`src/rtl/occupancy_counter_pkg.sv`:
```
// Shared widths and defaults for the occupancy counter and its input conditioning.
package occ_pkg;

    localparam int NOW_W          = 6;
    localparam int SUM_W          = 10;
    localparam int SUM_MAX_DEF    = 999;
    localparam int DEB_CYCLES_DEF = 1000000;
    localparam int DEB_W          = $clog2(DEB_CYCLES_DEF);

    // Counter width for a given debounce length, never narrower than one bit.
    function automatic int cnt_w(input int n);
        return (n <= 2) ? 1 : $clog2(n);
    endfunction

endpackage

```
`src/rtl/occupancy_counter_if.sv`:
```
// Button inputs, clear strobe and display-facing outputs of the occupancy counter.
interface occupancy_counter_if;
    import occ_pkg::*;

    logic             btn_in;
    logic             btn_out;
    logic             sum_clr;
    logic [NOW_W-1:0] now_num;
    logic [SUM_W-1:0] sum_num;
    logic             full_led;
    logic             reject;

    modport master (
        output btn_in, btn_out, sum_clr,
        input  now_num, sum_num, full_led, reject
    );

    modport slave (
        input  btn_in, btn_out, sum_clr,
        output now_num, sum_num, full_led, reject
    );

endinterface

```
`src/rtl/occupancy_counter_key_debounce.sv`:
```
// Synchronise, debounce and edge-detect one raw button; pulse is one cycle per accepted press.
// Pulse appears DEB_CYCLES+2 clocks after a clean edge; releases produce no pulse.
module key_debounce
    import occ_pkg::*;
#(
    parameter int DEB_CYCLES = DEB_CYCLES_DEF
) (
    input  logic clk,
    input  logic rst,
    input  logic raw,
    output logic pulse
);

    localparam int            CW   = cnt_w(DEB_CYCLES);
    localparam logic [CW-1:0] LAST = CW'(DEB_CYCLES - 1);

    logic          sync_a;
    logic          sync_b;
    logic          level;
    logic [CW-1:0] cnt;

    always_ff @(posedge clk or posedge rst) begin
        if (rst) begin
            sync_a <= 1'b0;
            sync_b <= 1'b0;
            level  <= 1'b0;
            cnt    <= '0;
            pulse  <= 1'b0;
        end else begin
            sync_a <= raw;
            sync_b <= sync_a;
            pulse  <= 1'b0;
            // Any return to the accepted level restarts the stability window.
            if (sync_b == level) begin
                cnt <= '0;
            end else if (cnt == LAST) begin
                level <= sync_b;
                cnt   <= '0;
                pulse <= sync_b;
            end else begin
                cnt <= cnt + 1'b1;
            end
        end
    end

endmodule

```
`src/rtl/occupancy_counter.sv`:
```
// Occupancy / cumulative-entry counter with full flag and reject pulse, fed by debounced buttons.
// All outputs registered one clock after the debounced event.
module occupancy_counter
    import occ_pkg::*;
#(
    parameter int CAPACITY   = 50,
    parameter int DEB_CYCLES = DEB_CYCLES_DEF,
    parameter int SUM_MAX    = SUM_MAX_DEF
) (
    input logic               clk,
    input logic               rst,
    occupancy_counter_if.slave bus
);

    localparam logic [NOW_W-1:0] CAP_V  = NOW_W'(CAPACITY);
    localparam logic [SUM_W-1:0] SMAX_V = SUM_W'(SUM_MAX);

    logic             ev_in;
    logic             ev_out;
    logic [NOW_W-1:0] now_q;
    logic [SUM_W-1:0] sum_q;
    logic             full_q;
    logic             reject_q;
    logic [NOW_W-1:0] now_nx;
    logic [SUM_W-1:0] sum_nx;
    logic             entry;
    logic             reject_nx;

    key_debounce #(.DEB_CYCLES(DEB_CYCLES)) u_deb_in (
        .clk   (clk),
        .rst   (rst),
        .raw   (bus.btn_in),
        .pulse (ev_in)
    );

    key_debounce #(.DEB_CYCLES(DEB_CYCLES)) u_deb_out (
        .clk   (clk),
        .rst   (rst),
        .raw   (bus.btn_out),
        .pulse (ev_out)
    );

    always_comb begin
        now_nx    = now_q;
        entry     = 1'b0;
        reject_nx = 1'b0;
        case ({ev_in, ev_out})
            2'b10: begin
                if (now_q < CAP_V) begin
                    now_nx = now_q + 1'b1;
                    entry  = 1'b1;
                end else begin
                    reject_nx = 1'b1;
                end
            end
            2'b01: begin
                if (now_q != '0) begin
                    now_nx = now_q - 1'b1;
                end
            end
            2'b11: begin
                // Swap keeps the count; from empty the exit is dropped and the entry stands.
                entry = 1'b1;
                if (now_q == '0) begin
                    now_nx = NOW_W'(1);
                end
            end
            default: begin
                now_nx = now_q;
            end
        endcase
    end

    always_comb begin
        sum_nx = sum_q;
        if (bus.sum_clr) begin
            sum_nx = '0;
        end else if (entry && (sum_q < SMAX_V)) begin
            sum_nx = sum_q + 1'b1;
        end
    end

    always_ff @(posedge clk or posedge rst) begin
        if (rst) begin
            now_q    <= '0;
            sum_q    <= '0;
            full_q   <= 1'b0;
            reject_q <= 1'b0;
        end else begin
            now_q    <= now_nx;
            sum_q    <= sum_nx;
            full_q   <= (now_nx == CAP_V);
            reject_q <= reject_nx;
        end
    end

    assign bus.now_num  = now_q;
    assign bus.sum_num  = sum_q;
    assign bus.full_led = full_q;
    assign bus.reject   = reject_q;

endmodule

```
`src/flat_wrapper.sv`:
```
// flat-port wrapper written by rule: the top's interface ports become plain ports
module occupancy_counter_flat import occ_pkg::*;
#(
    parameter int CAPACITY   = 50,
    parameter int DEB_CYCLES = DEB_CYCLES_DEF,
    parameter int SUM_MAX    = SUM_MAX_DEF
)
  (clk, rst, bus_btn_in, bus_btn_out, bus_sum_clr, bus_now_num, bus_sum_num, bus_full_led, bus_reject);
  occupancy_counter_if bus_i ();
  input logic clk;
  input logic rst;
  input wire logic [$bits(bus_i.btn_in)-1:0] bus_btn_in;
  input wire logic [$bits(bus_i.btn_out)-1:0] bus_btn_out;
  input wire logic [$bits(bus_i.sum_clr)-1:0] bus_sum_clr;
  output wire logic [$bits(bus_i.now_num)-1:0] bus_now_num;
  output wire logic [$bits(bus_i.sum_num)-1:0] bus_sum_num;
  output wire logic [$bits(bus_i.full_led)-1:0] bus_full_led;
  output wire logic [$bits(bus_i.reject)-1:0] bus_reject;
  assign bus_i.btn_in = bus_btn_in;
  assign bus_i.btn_out = bus_btn_out;
  assign bus_i.sum_clr = bus_sum_clr;
  assign bus_now_num = bus_i.now_num;
  assign bus_sum_num = bus_i.sum_num;
  assign bus_full_led = bus_i.full_led;
  assign bus_reject = bus_i.reject;
  occupancy_counter #(.CAPACITY(CAPACITY), .DEB_CYCLES(DEB_CYCLES), .SUM_MAX(SUM_MAX)) u_core (.clk(clk), .rst(rst), .bus(bus_i));
endmodule
```
`config.mk`:
```
export PLATFORM = sky130hd
export DESIGN_NAME = occupancy_counter_flat
export DESIGN_NICKNAME = d
export VERILOG_FILES = /design/src/rtl/occupancy_counter_pkg.sv /design/src/rtl/occupancy_counter_if.sv /design/src/rtl/occupancy_counter_key_debounce.sv /design/src/rtl/occupancy_counter.sv /design/src/flat_wrapper.sv
export SDC_FILE = /design/constraint.sdc
export NUM_CORES = 1
export LEC_CHECK = 0
export CAP_MARGIN = 20
export CORE_MARGIN = 5
export CORE_UTILIZATION = 59
export DETAILED_ROUTE_END_ITERATION = 6
export PLACE_DENSITY = 0.8
export SKIP_CTS_REPAIR_TIMING = 1
export SYNTH_ARGS = -nofsm -noshare
export SYNTH_HDL_FRONTEND = slang
export SYNTH_SLANG_ARGS = --single-unit
```
`constraint.sdc`:
```
create_clock -name clk -period 3.1 [get_ports clk]
set_clock_uncertainty 0.15 [all_clocks]
set_input_delay 0.775 -clock clk [delete_from_list [all_inputs] [get_ports clk]]
set_output_delay 0.775 -clock clk [all_outputs]
set_load 0.01 [all_outputs]
```
==> results of run 1 <==
==> synthesized netlist by cell type (4+ instances only) <==
| cell | n | share of area, % |
|---|---|---|
| ha_1 | 6 | 2.2 |
| xnor2_1 | 30 | 7.8 |
| nand4_1 | 12 | 2.2 |
| and4_1 | 5 | 1.3 |
| and2_1 | 10 | 1.9 |
| xor2_1 | 17 | 4.4 |
| o31ai_1 | 4 | 0.90 |
| clkbuf_1 | 7 | 0.78 |
| nor4_1 | 4 | 0.75 |
| nand2_1 | 17 | 1.9 |
| and3_1 | 12 | 2.2 |
| nand3_1 | 16 | 2.4 |
| dfrtp_1 | 66 | 49 |
| nor3_1 | 8 | 1.2 |
| nor3b_1 | 5 | 1.1 |
| nor2_1 | 57 | 6.4 |
| inv_1 | 8 | 0.90 |
==> sequential cells by signal (all words and copies together) (netlist names) <==
name / count
u_core.bus.full_led: 1
u_core.bus.reject: 1
u_core.u_deb_in.level: 1
u_core.bus.sum_num: 10
u_core.bus.now_num: 6
u_core.u_deb_in.cnt: 20
u_core.u_deb_out.sync_a: 1
u_core.u_deb_out.cnt: 20
u_core.u_deb_in.sync_a: 1
u_core.u_deb_in.pulse: 1
u_core.u_deb_out.sync_b: 1
u_core.u_deb_in.sync_b: 1
u_core.u_deb_out.pulse: 1
u_core.u_deb_out.level: 1
==> cell families (layout without fill, tap and decap cells) <==
family,count (synthesis),count (layout)
AO/OA/AOI/OAI,23,23
XOR/XNOR,47,47
adder cells (fa/ha/maj),6,6
buffers and inverters,19,50
flip-flops,66,66
multiplexers,6,6
AND/OR/NAND/NOR,165,165
==> metal layers <==
metal  wire length (µm)  GRT usage [%]  vias up
li1                   -              -     1211
met1               2930          24.80     1203
met2               3070          30.44       58
met3                290          4.466       11
met4                135          9.640        0
met5                  0              0        -
==> layout make-up <==
class	count	area (µm²)	share of cell area, %
timing repair buffer	24	247.7	6.410
sequential	66	1652	42.73
inverter	10	37.54	0.9712
multi-input combinational	247	1619	41.89
clock buffer	11	141.4	3.658
tap	72	90.09	2.331
clock inverter	5	77.57	2.007
==> worst paths after layout <==
path                                   startpoint                      end  slack [ps]
setup / recovery            u_core.bus.now_num[1]      u_core.bus.full_led         310
hold / removal             u_core.u_deb_in.sync_a   u_core.u_deb_in.sync_b         210
setup reg to reg            u_core.bus.now_num[1]      u_core.bus.full_led         310
hold reg to reg            u_core.u_deb_in.sync_a   u_core.u_deb_in.sync_b         210
max in group asynchronous                     rst  u_core.u_deb_out.cnt[2]        1600
min in group asynchronous                     rst    u_core.bus.sum_num[8]         610
==> power breakdown <==
part	switching [W]	total (W)	internal, W
combinational	0.0000317	0.0000463	0.0000147
clock	0.000320	0.000792	0.000472
sequential	0.00000679	0.000877	0.000870
total	0.000358	0.00171	0.00136
==> critical path: cells and delay by family (launching register included) <==
kind	cells	cell delay, ps
compound gates	1	340
fa+ha+maj	2	570
buf+inv	1	170
flops	1	470
mux	1	80
simple gates	4	940
==> metrics by stage <==
step | power [W] | cells
detailed placement | 0.0009415 | 419
global route | 0.001786 | 435
CTS | 0.001733 | 435
finish | 0.001715 | 435
global placement | 0.0009396 | 419
floorplan | 0.0009223 | 332
==> metrics.md, run 1 <==
| Metric | Value |
|---|---|
| Final ANT Viol Nets | `0` |
| Slowest-stage cell, CP | `dfrtp_1` |
| Synth warn | `0` |
| Sink Count | `66` |
| Slew Viols, Final | `0` |
| Core Util, Final | `70.19%` |
| Crit path top cell by count | `ha_1` |
| Clock buffer depth | `2` |
| Vias per std cell | `5.708` |
| Syn_nets | `343` |
| Clk root buf | `clkbuf_8` |
| Cell Chain, Critical Path | `inv_1 -> ha_1 -> or3b_1 -> nand2b_1 -> ha_1 -> mux2i_1 -> a221o_1 -> nor2_1 -> and4bb_1` |
| VDD IR max | `0.0002868 V` |
| Synth Register Bits | `66` |
| Xor and xnor fraction of the mapped netlist area | `12.28%` |
| Synth cell types | `48` |
| Pre-Repair DR Iteration Count | `4` |
| Initial antenna violation count | `0` |
| Ys flop type | `dfrtp_1` |
| Core area | `0.005507 mm²` |
| CP Launch Type | `flip-flop` |
| CTS tree | `yes` |
| Crit path max fanout | `8` |
| Relative slew slack | `56.83%` |
| Commonest non-fill, non-tap cell in the layout | `dfrtp_1` |
| Mean post-synth cell area | `10.10 µm²` |
| # nets final | `369` |
| Number of synthesized flops with an enable pin | `0` |
| Total negative slack | `0 ps` |
| RSZ-0062 raised after global routing | `false` |
| Most frequent cells in the layout | `dfrtp_1 (66), nor2_1 (57), xnor2_1 (30), clkdlybuf4s50_1 (22)` |
| Total grt overflow | `0` |
| Routed via count | `2,483` |
| H-tree depth | `3` |
| Worst-skew pair later-pin latency | `330 ps` |
| Post-Place Worst Slack | `429.3 ps` |
| Gpl congestion | `0.8447` |
| Cell row count | `27` |
| CTS Buf Count | `9` |
| Die height | `85.39 µm` |
| Final hold violation count | `0` |
| Die Area | `0.007291 mm²` |
| Mux cell area share after synthesis | `1.903%` |
| Number of diodes | `0` |
| Ys async rst share | `100.0%` |
| HP Class | `reg -> reg` |
| Largest net degree at the start of global routing | `48` |
| Worst r2r path cells | `9` |
| Final setup vio count | `0` |
| Clk slew on worst S/H paths | `70 ps` |
| Final instance area | `0.003865 mm²` |
| Crit path kind | `reg -> reg` |
| Drt drc | `0` |
| Main combinational cell family by area after synthesis | `simple AND/OR/NAND/NOR gates` |
| Outcome | `finished, final reports clean` |
| Peak per-stage delay on the critical path | `470 ps` |
| WL/cell | `14.77 µm` |
| # port buffers | `22` |
| Post-synthesis sequential area ratio | `49.25%` |
| I/O Pins | `23` |
| Power Dens Cells | `443.7 mW/mm²` |
| Leak Pwr | `1.644 nW` |
| Placed inst area | `0.003646 mm²` |
| Crit end category | `flip-flop` |
| Final period util | `89.97%` |
| Synth Instances | `332` |
| Initial DRC count | `131` |
| Final WS setup | `311.0 ps` |
| Worst slew pin tran | `645.9 ps` |
| First-pass GRT wire length | `11,130 µm` |
| Post-synthesis simple-gate area fraction | `25.93%` |
| Fill cell count | `420` |
| Initial Utilization | `60.90%` |
| CP arrival | `2910 ps` |
| Die Wd | `85.39 µm` |
| Worst hold stages | `0` |
| Mapped Area | `0.003353 mm²` |
| Hold Worst Slack | `213.0 ps` |
| Complex-gate fraction of the synthesized area | `5.933%` |
| Global-route usage over all layers | `19.26%` |
| FMAX | `0.3585 GHz` |
| Detailed Route WL | `6427 µm` |
| Vias in the first global route | `2,408` |
| DP HPWL | `4379 µm` |
| Area growth from synthesis to layout | `15.26%` |
| Fraction of layout cells with a size suffix above 1 | `6.612%` |
| Min Tclk post-route | `2789 ps` |
| Synth Area in Adders | `2.239%` |
| Max-cap violations | `0` |
| CP Data Required Time | `3220 ps` |
Power figures use the tool's default switching activity.
==> inputs of run 2 (changes only) <==
CTS_CLUSTER_SIZE = 14   (was unset)
TNS_END_PERCENT = 1   (was unset)
==> results of run 2 <==
The final DEF is identical to that of run 1; final timing and power are the same.
